===== config.mk =====
export PLATFORM = sky130hd
export DESIGN_NAME = adaptive_threshold_ctrl_flat
export DESIGN_NICKNAME = d
export VERILOG_FILES = /design/src/rtl/adaptive_threshold_ctrl_if.sv /design/src/rtl/adaptive_threshold_ctrl.sv /design/src/flat_wrapper.sv
export SDC_FILE = /design/constraint.sdc
export NUM_CORES = 1
export LEC_CHECK = 0
export CORE_ASPECT_RATIO = 0.9
export CORE_MARGIN = 2
export CORE_UTILIZATION = 40
export DETAILED_ROUTE_END_ITERATION = 6
export DONT_BUFFER_PORTS = 1
export GPL_TIMING_DRIVEN = 0
export PLACE_DENSITY = 0.63
export RECOVER_POWER = 50
export SLEW_MARGIN = 20
export SYNTH_ARGS = -nofsm -noshare
export SYNTH_HDL_FRONTEND = slang
export SYNTH_SLANG_ARGS = --single-unit

===== constraint.sdc =====
create_clock -name clk -period 2.3 [get_ports clk]
set_input_delay 0.46 -clock clk [delete_from_list [all_inputs] [get_ports clk]]
set_output_delay 0.46 -clock clk [all_outputs]
set_load 0.02 [all_outputs]

===== src/rtl/adaptive_threshold_ctrl_if.sv =====
// rtl/adaptive_threshold_ctrl_if.sv - intensity pixel stream between pixel source and threshold controller
interface adaptive_threshold_ctrl_if #(
  parameter int WIDTH = 8
);
  logic             in_valid;
  logic             in_ready;
  logic [WIDTH-1:0] in_pixel;

  // Pixel producer side
  modport master (
    output in_valid,
    output in_pixel,
    input  in_ready
  );

  // Threshold controller side
  modport slave (
    input  in_valid,
    input  in_pixel,
    output in_ready
  );
endinterface


===== src/rtl/adaptive_threshold_ctrl.sv =====
// rtl/adaptive_threshold_ctrl.sv - per-frame min/max tracking and threshold selection
module adaptive_threshold_ctrl #(
  parameter int WIDTH        = 8,
  parameter int IMG_W        = 640,
  parameter int IMG_H        = 480,
  parameter int INIT_THR     = 128,
  parameter int MIN_CONTRAST = 16,
  parameter int XW           = 10,
  parameter int YW           = 9
) (
  input  logic                 clk,
  input  logic                 reset_n,
  input  logic                 enable,
  input  logic                 use_manual,
  input  logic [WIDTH-1:0]     manual_thr,
  adaptive_threshold_ctrl_if.slave in_s,
  output logic [WIDTH-1:0]     threshold,
  output logic                 thr_update,
  output logic                 flat_frame,
  output logic [XW-1:0]        x,
  output logic [YW-1:0]        y,
  output logic [15:0]          frame_cnt
);

  typedef enum logic [1:0] {
    IDLE   = 2'd0,
    ACCUM  = 2'd1,
    UPDATE = 2'd2
  } state_t;

  localparam logic [XW-1:0]    X_LAST    = XW'(IMG_W - 1);
  localparam logic [YW-1:0]    Y_LAST    = YW'(IMG_H - 1);
  localparam logic [WIDTH-1:0] THR_RESET = WIDTH'(INIT_THR);
  localparam logic [WIDTH:0]   MIN_SPAN  = (WIDTH+1)'(MIN_CONTRAST);

  state_t           state;
  state_t           state_nxt;
  logic [WIDTH-1:0] min_q;
  logic [WIDTH-1:0] max_q;
  logic             rdy;
  logic             accept;
  logic             last_pix;
  logic [WIDTH:0]   sum;
  logic [WIDTH:0]   span;
  logic [WIDTH-1:0] mid;

  // Ready depends only on state so the source never sees a combinational loop through valid
  assign rdy          = (state == ACCUM);
  assign in_s.in_ready = rdy;
  assign accept       = in_s.in_valid && rdy;
  assign last_pix     = (x == X_LAST) && (y == Y_LAST);

  // One extra bit keeps min+max and max-min exact for full-scale pixels
  assign sum  = {1'b0, min_q} + {1'b0, max_q};
  assign span = {1'b0, max_q} - {1'b0, min_q};
  assign mid  = sum[WIDTH:1];

  // State register
  always_ff @(posedge clk or negedge reset_n) begin
    if (!reset_n) begin
      state <= IDLE;
    end else begin
      state <= state_nxt;
    end
  end

  // Next-state decode and the update strobe
  always_comb begin
    state_nxt  = state;
    thr_update = 1'b0;
    case (state)
      IDLE: begin
        if (enable) state_nxt = ACCUM;
      end
      ACCUM: begin
        if (!enable)                  state_nxt = IDLE;
        else if (accept && last_pix)  state_nxt = UPDATE;
      end
      UPDATE: begin
        thr_update = 1'b1;
        state_nxt  = enable ? ACCUM : IDLE;
      end
      default: state_nxt = IDLE;
    endcase
  end

  // Frame statistics, raster position and end-of-frame threshold selection
  always_ff @(posedge clk or negedge reset_n) begin
    if (!reset_n) begin
      min_q      <= '1;
      max_q      <= '0;
      x          <= '0;
      y          <= '0;
      threshold  <= THR_RESET;
      flat_frame <= 1'b0;
      frame_cnt  <= '0;
    end else begin
      case (state)
        ACCUM: begin
          if (!enable) begin
            // Partial frame is abandoned; the pixel taken this cycle is dropped with it
            x     <= '0;
            y     <= '0;
            min_q <= '1;
            max_q <= '0;
          end else if (accept) begin
            if (in_s.in_pixel < min_q) min_q <= in_s.in_pixel;
            if (in_s.in_pixel > max_q) max_q <= in_s.in_pixel;
            if (x == X_LAST) begin
              x <= '0;
              y <= (y == Y_LAST) ? '0 : y + 1'b1;
            end else begin
              x <= x + 1'b1;
            end
          end
        end
        UPDATE: begin
          if (use_manual) begin
            threshold  <= manual_thr;
            flat_frame <= 1'b0;
          end else if (span >= MIN_SPAN) begin
            threshold  <= mid;
            flat_frame <= 1'b0;
          end else begin
            flat_frame <= 1'b1;
          end
          frame_cnt <= frame_cnt + 16'd1;
          min_q     <= '1;
          max_q     <= '0;
        end
        default: ;
      endcase
    end
  end

endmodule

===== src/flat_wrapper.sv =====
// flat-port wrapper written by rule: the top's interface ports become plain ports
module adaptive_threshold_ctrl_flat 
#(
  parameter int WIDTH        = 8,
  parameter int IMG_W        = 640,
  parameter int IMG_H        = 480,
  parameter int INIT_THR     = 128,
  parameter int MIN_CONTRAST = 16,
  parameter int XW           = 10,
  parameter int YW           = 9
)
  (clk, reset_n, enable, use_manual, manual_thr, threshold, thr_update, flat_frame, x, y, frame_cnt, in_s_in_valid, in_s_in_pixel, in_s_in_ready);
  adaptive_threshold_ctrl_if #(.WIDTH(WIDTH)) in_s_i ();
  input  logic clk;
  input  logic reset_n;
  input  logic enable;
  input  logic use_manual;
  input  logic [WIDTH-1:0] manual_thr;
  output logic [WIDTH-1:0] threshold;
  output logic thr_update;
  output logic flat_frame;
  output logic [XW-1:0] x;
  output logic [YW-1:0] y;
  output logic [15:0] frame_cnt;
  input wire logic [$bits(in_s_i.in_valid)-1:0] in_s_in_valid;
  input wire logic [$bits(in_s_i.in_pixel)-1:0] in_s_in_pixel;
  output wire logic [$bits(in_s_i.in_ready)-1:0] in_s_in_ready;
  assign in_s_i.in_valid = in_s_in_valid;
  assign in_s_i.in_pixel = in_s_in_pixel;
  assign in_s_in_ready = in_s_i.in_ready;
  adaptive_threshold_ctrl #(.WIDTH(WIDTH), .IMG_W(IMG_W), .IMG_H(IMG_H), .INIT_THR(INIT_THR), .MIN_CONTRAST(MIN_CONTRAST), .XW(XW), .YW(YW)) u_core (.clk(clk), .reset_n(reset_n), .enable(enable), .use_manual(use_manual), .manual_thr(manual_thr), .in_s(in_s_i), .threshold(threshold), .thr_update(thr_update), .flat_frame(flat_frame), .x(x), .y(y), .frame_cnt(frame_cnt));
endmodule

==> results.tsv <==
metric	value	unit
run_status	complete, but fails checks	
failed_checks	negative setup slack	
post-dp-hpwl	6.18	mm
switching_power	0.959	mW
layout_setup_ws	-0.0704	ns
endpoint_kind	register	
final.setup_skew	0.0148	ns
cp.required	2.52	ns
instances_no_fill	537	
globalRoute.totalOverflow	0	
root_buffer	clkbuf_8	
finalSetupViolCount	7	
pwr-share-seq	39.7	%
synth_top_family_by_area	simple AND/OR/NAND/NOR gates	
design.portCount	67	
avgSynthCellArea	9.83	um^2
period_needed	2.37	ns
wire_per_inst	16.6	um
timing.reg2reg.setup_slack	-0.07	ns
grt.total_usage	17.6	%
r2r-start	u_core.min_q[0]	
clkPwrFrac	35.2	%
critPathSlowestCell	dfstp_2	
p_int	2.19	mW
synthFlopType	dfrtp_1	
seq_area	1560	um^2
crit_chain	ha_4, fa_2, nand3b_1, nand2_2, nor3_2, a31o_1, a22oi_2, o31a_1, buf_6, mux2_4	
wirelength	8.89	mm
postSynth.asyncResetShare	100	%
globalRoute.busiestLayer	met2	
grt_first_pass_wirelength	14.7	mm
synth_enable_flop_cells	0	
fillCellCount	842	
fp.dieH	96.8	um
clock_tree.buffer_depth	2	
clock_insertion_delay_worst_skew	0.35	ns
path_class	register to register	
dieArea	10400	um^2
synth_area	3820	um^2
post-place-cells	511	
grt_pass1_vias	2907	
cts_htree_levels	3	
initial_utilization	41.5	%
hold-path-cell-count	1	
synthDominantCellAreaShare	34.7	%
synthesis.yosys.warnings	0	
synth_compound_area_share	14.9	%
unique_masters_post_synth	56	
critical_path_peak_fanout	8	
detail-route-antenna-nets	0	
drtPass1Iterations	4	
cell_with_the_most_instances_after_synthesis	dfrtp_1	
gr-usage-met1	22.9	%
max_freq	0.422	GHz
worstPathArrival	2.59	ns
gpl.final_weighted_congestion	0.805	
hold_viol	0	
slew_viol_final	0	
port_buffers	0	
worst-slew-pin-transition	1.41	ns
synthesis.instances	389	
cap_violations	0	
numClockSinks	62	
area_growth_syn_to_layout	16.2	%
post-route-period-util	103	%
viasPerCell	5.46	
powerDensity	708	nW/um^2
mappedNetlistNets	446	
critical_path.startpoint_type	register	
antenna_cells_inserted	0	
num_vias	2934	
maxSlewHeadroom	5.97	%
drc	0	
synth.mux.area_fraction	5.69	%
use_met3	6.20	%
worstReg2RegEnd	u_core.threshold[3]	
combinationalPowerShare	25.1	%
numCtsBuffers	9	
netSwitchingFraction	30.5	%
drive_gt1_share	19.3	%
commonest_cells_post_synth	53 x dfrtp_1, 34 x ha_1, 34 x nand2_1	
row_count	33	
yosys-top-cells-area	dfrtp_1 35%, ha_1 11%, dfstp_2 6.2%	
layout.nets	468	
synth_xor_xnor_area_share	6.41	%
gr-usage-met2	27.7	%
worst_setup_path_startpoint	u_core.min_q[0]	
hold_class	input pin to register	
detailedRoute.firstIterationViolations	114	
synth_simple_gate_area_share	15.6	%
synth.yosys.seq_area_share	40.9	%
clk_pin_slew_worst_paths	0.08	ns
antenna_found_initial	0	
synth_top_cell_by_area	dfrtp_1	
holdPathEnd	u_core.min_q[4]	
die_width	107	um
leakage_power_of_the_design	2.00	nW
yosys_register_bits	62	
core_area	9210	um^2
multi_input_comb_area	2240	um^2
vdd_ir_drop_max	0.335	mV
yosys.area_share.adder	12.2	%
rsz0062_at_grt	yes	
grt_max_degree	63	
hold_sp	in_s_in_pixel[4]	
ff2ff_path_depth	10	
totalNegativeSetupSlack	-0.396	ns
critPathMaxStageDelay	0.41	ns
cts_tree	yes	
-- worst max path at each step --
stage | depth (start not counted) | end | slack, ns
detailed placement | 10 | u_core.threshold[1] | -0.19
finish | 10 | u_core.threshold[3] | -0.07
global placement | 11 | u_core.threshold[0] | -0.16
floorplan | 11 | u_core.threshold[0] | 0.02
CTS | 11 | u_core.threshold[2] | -0.08
global route | 10 | u_core.threshold[7] | -0.17
-- sequential cells by signal (all words and copies together) (netlist names) --
register	count
u_core.flat_frame	1
u_core.min_q	8
u_core.frame_cnt	16
u_core.x	10
u_core.max_q	8
u_core.threshold	8
u_core.y	9
u_core.state	2
-- power groups by stage --
stage                     Sequential, mW  Combinational, mW  Clock [mW]
final                               1.25              0.791        1.11
after CTS                           1.24              0.743        1.14
after detailed placement            1.26              0.630           0
after global placement              1.26              0.612           0
after floorplan                     1.24              0.514           0
after global routing                1.26              0.887        1.16
-- per-stage QoR --
step / cell area [um^2] / power (mW) / util, % / worst slack [ns] / hold slack (ns)
after CTS: 4370 / 3.12 / 47.4 / -0.0815 / 0.216
after detailed placement: 3980 / 1.89 / 43.3 / -0.192 / 0.167
after global placement: 3980 / 1.87 / 43.3 / -0.159 / 0.167
after floorplan: 3830 / 1.76 / - / 0.0234 / 0.164
after global routing: 4440 / 3.31 / 48.3 / -0.173 / 0.234
final: 4440 / 3.15 / 48.3 / -0.0704 / 0.233
-- critical path: cells and delay by family, from the launching register on --
family | cells | cell delay (ns)
AOI/OAI and AO/OA | 3 | 0.57
muxes | 1 | 0.30
and+or+nand+nor | 3 | 0.31
buffers and inverters | 1 | 0.16
DFF | 1 | 0.41
adders and majority gates | 2 | 0.48
-- final cells by class --
cell class | count | share of cell area (%)
timing repair buffer | 11 | 2.14
inverter | 30 | 2.53
tap | 122 | 3.43
sequential | 62 | 35.2
multi-input combinational | 287 | 50.3
clock buffer | 11 | 3.41
buffer | 10 | 1.44
clock inverter | 4 | 1.58
-- routing by layer --
layer / up-vias / wire, um
li1: 1425 / -
met1: 1429 / 4090
met4: 0 / 123
met3: 14 / 548
met2: 66 / 4130
met5: - / 0
-- layout by cell type (no fill, tap or decap), types with 6 or more instances in the layout --
cell type	count
a21oi_1	13
ha_1	30
xnor2_1	19
nand3_1	19
dfrtp_1	53
inv_1	25
nor2_1	17
xor2_1	9
mux2_4	7
nor3_1	6
mux2i_1	9
clkbuf_8	11
o21ai_0	23
nand2b_1	7
nand4_1	8
buf_4	8
nand2_1	34
o22a_1	8
dfstp_2	9
-- what timing repair did --
| item | in CTS | in global routing |
|---|---|---|
| buffers inserted | 7 | 2 |
| endpoints found under the setup margin | 16 | 27 |
| hold buffers | 2 | 0 |
| pin swaps | 6 | 9 |
| gates resized for setup | 16 | 18 |
| hold endpoints to repair | 62 | 0 |
-- logic make-up (layout without fill, tap and decap cells) --
family,Yosys count,after routing
xor gates and xnor gates,28,28
buffers and inverters,40,66
DFF,62,62
adders and majority gates,36,36
muxes,18,18
and+or+nand+nor,119,119
AOI/OAI and AO/OA,86,86
Power figures use the tool's default switching activity.
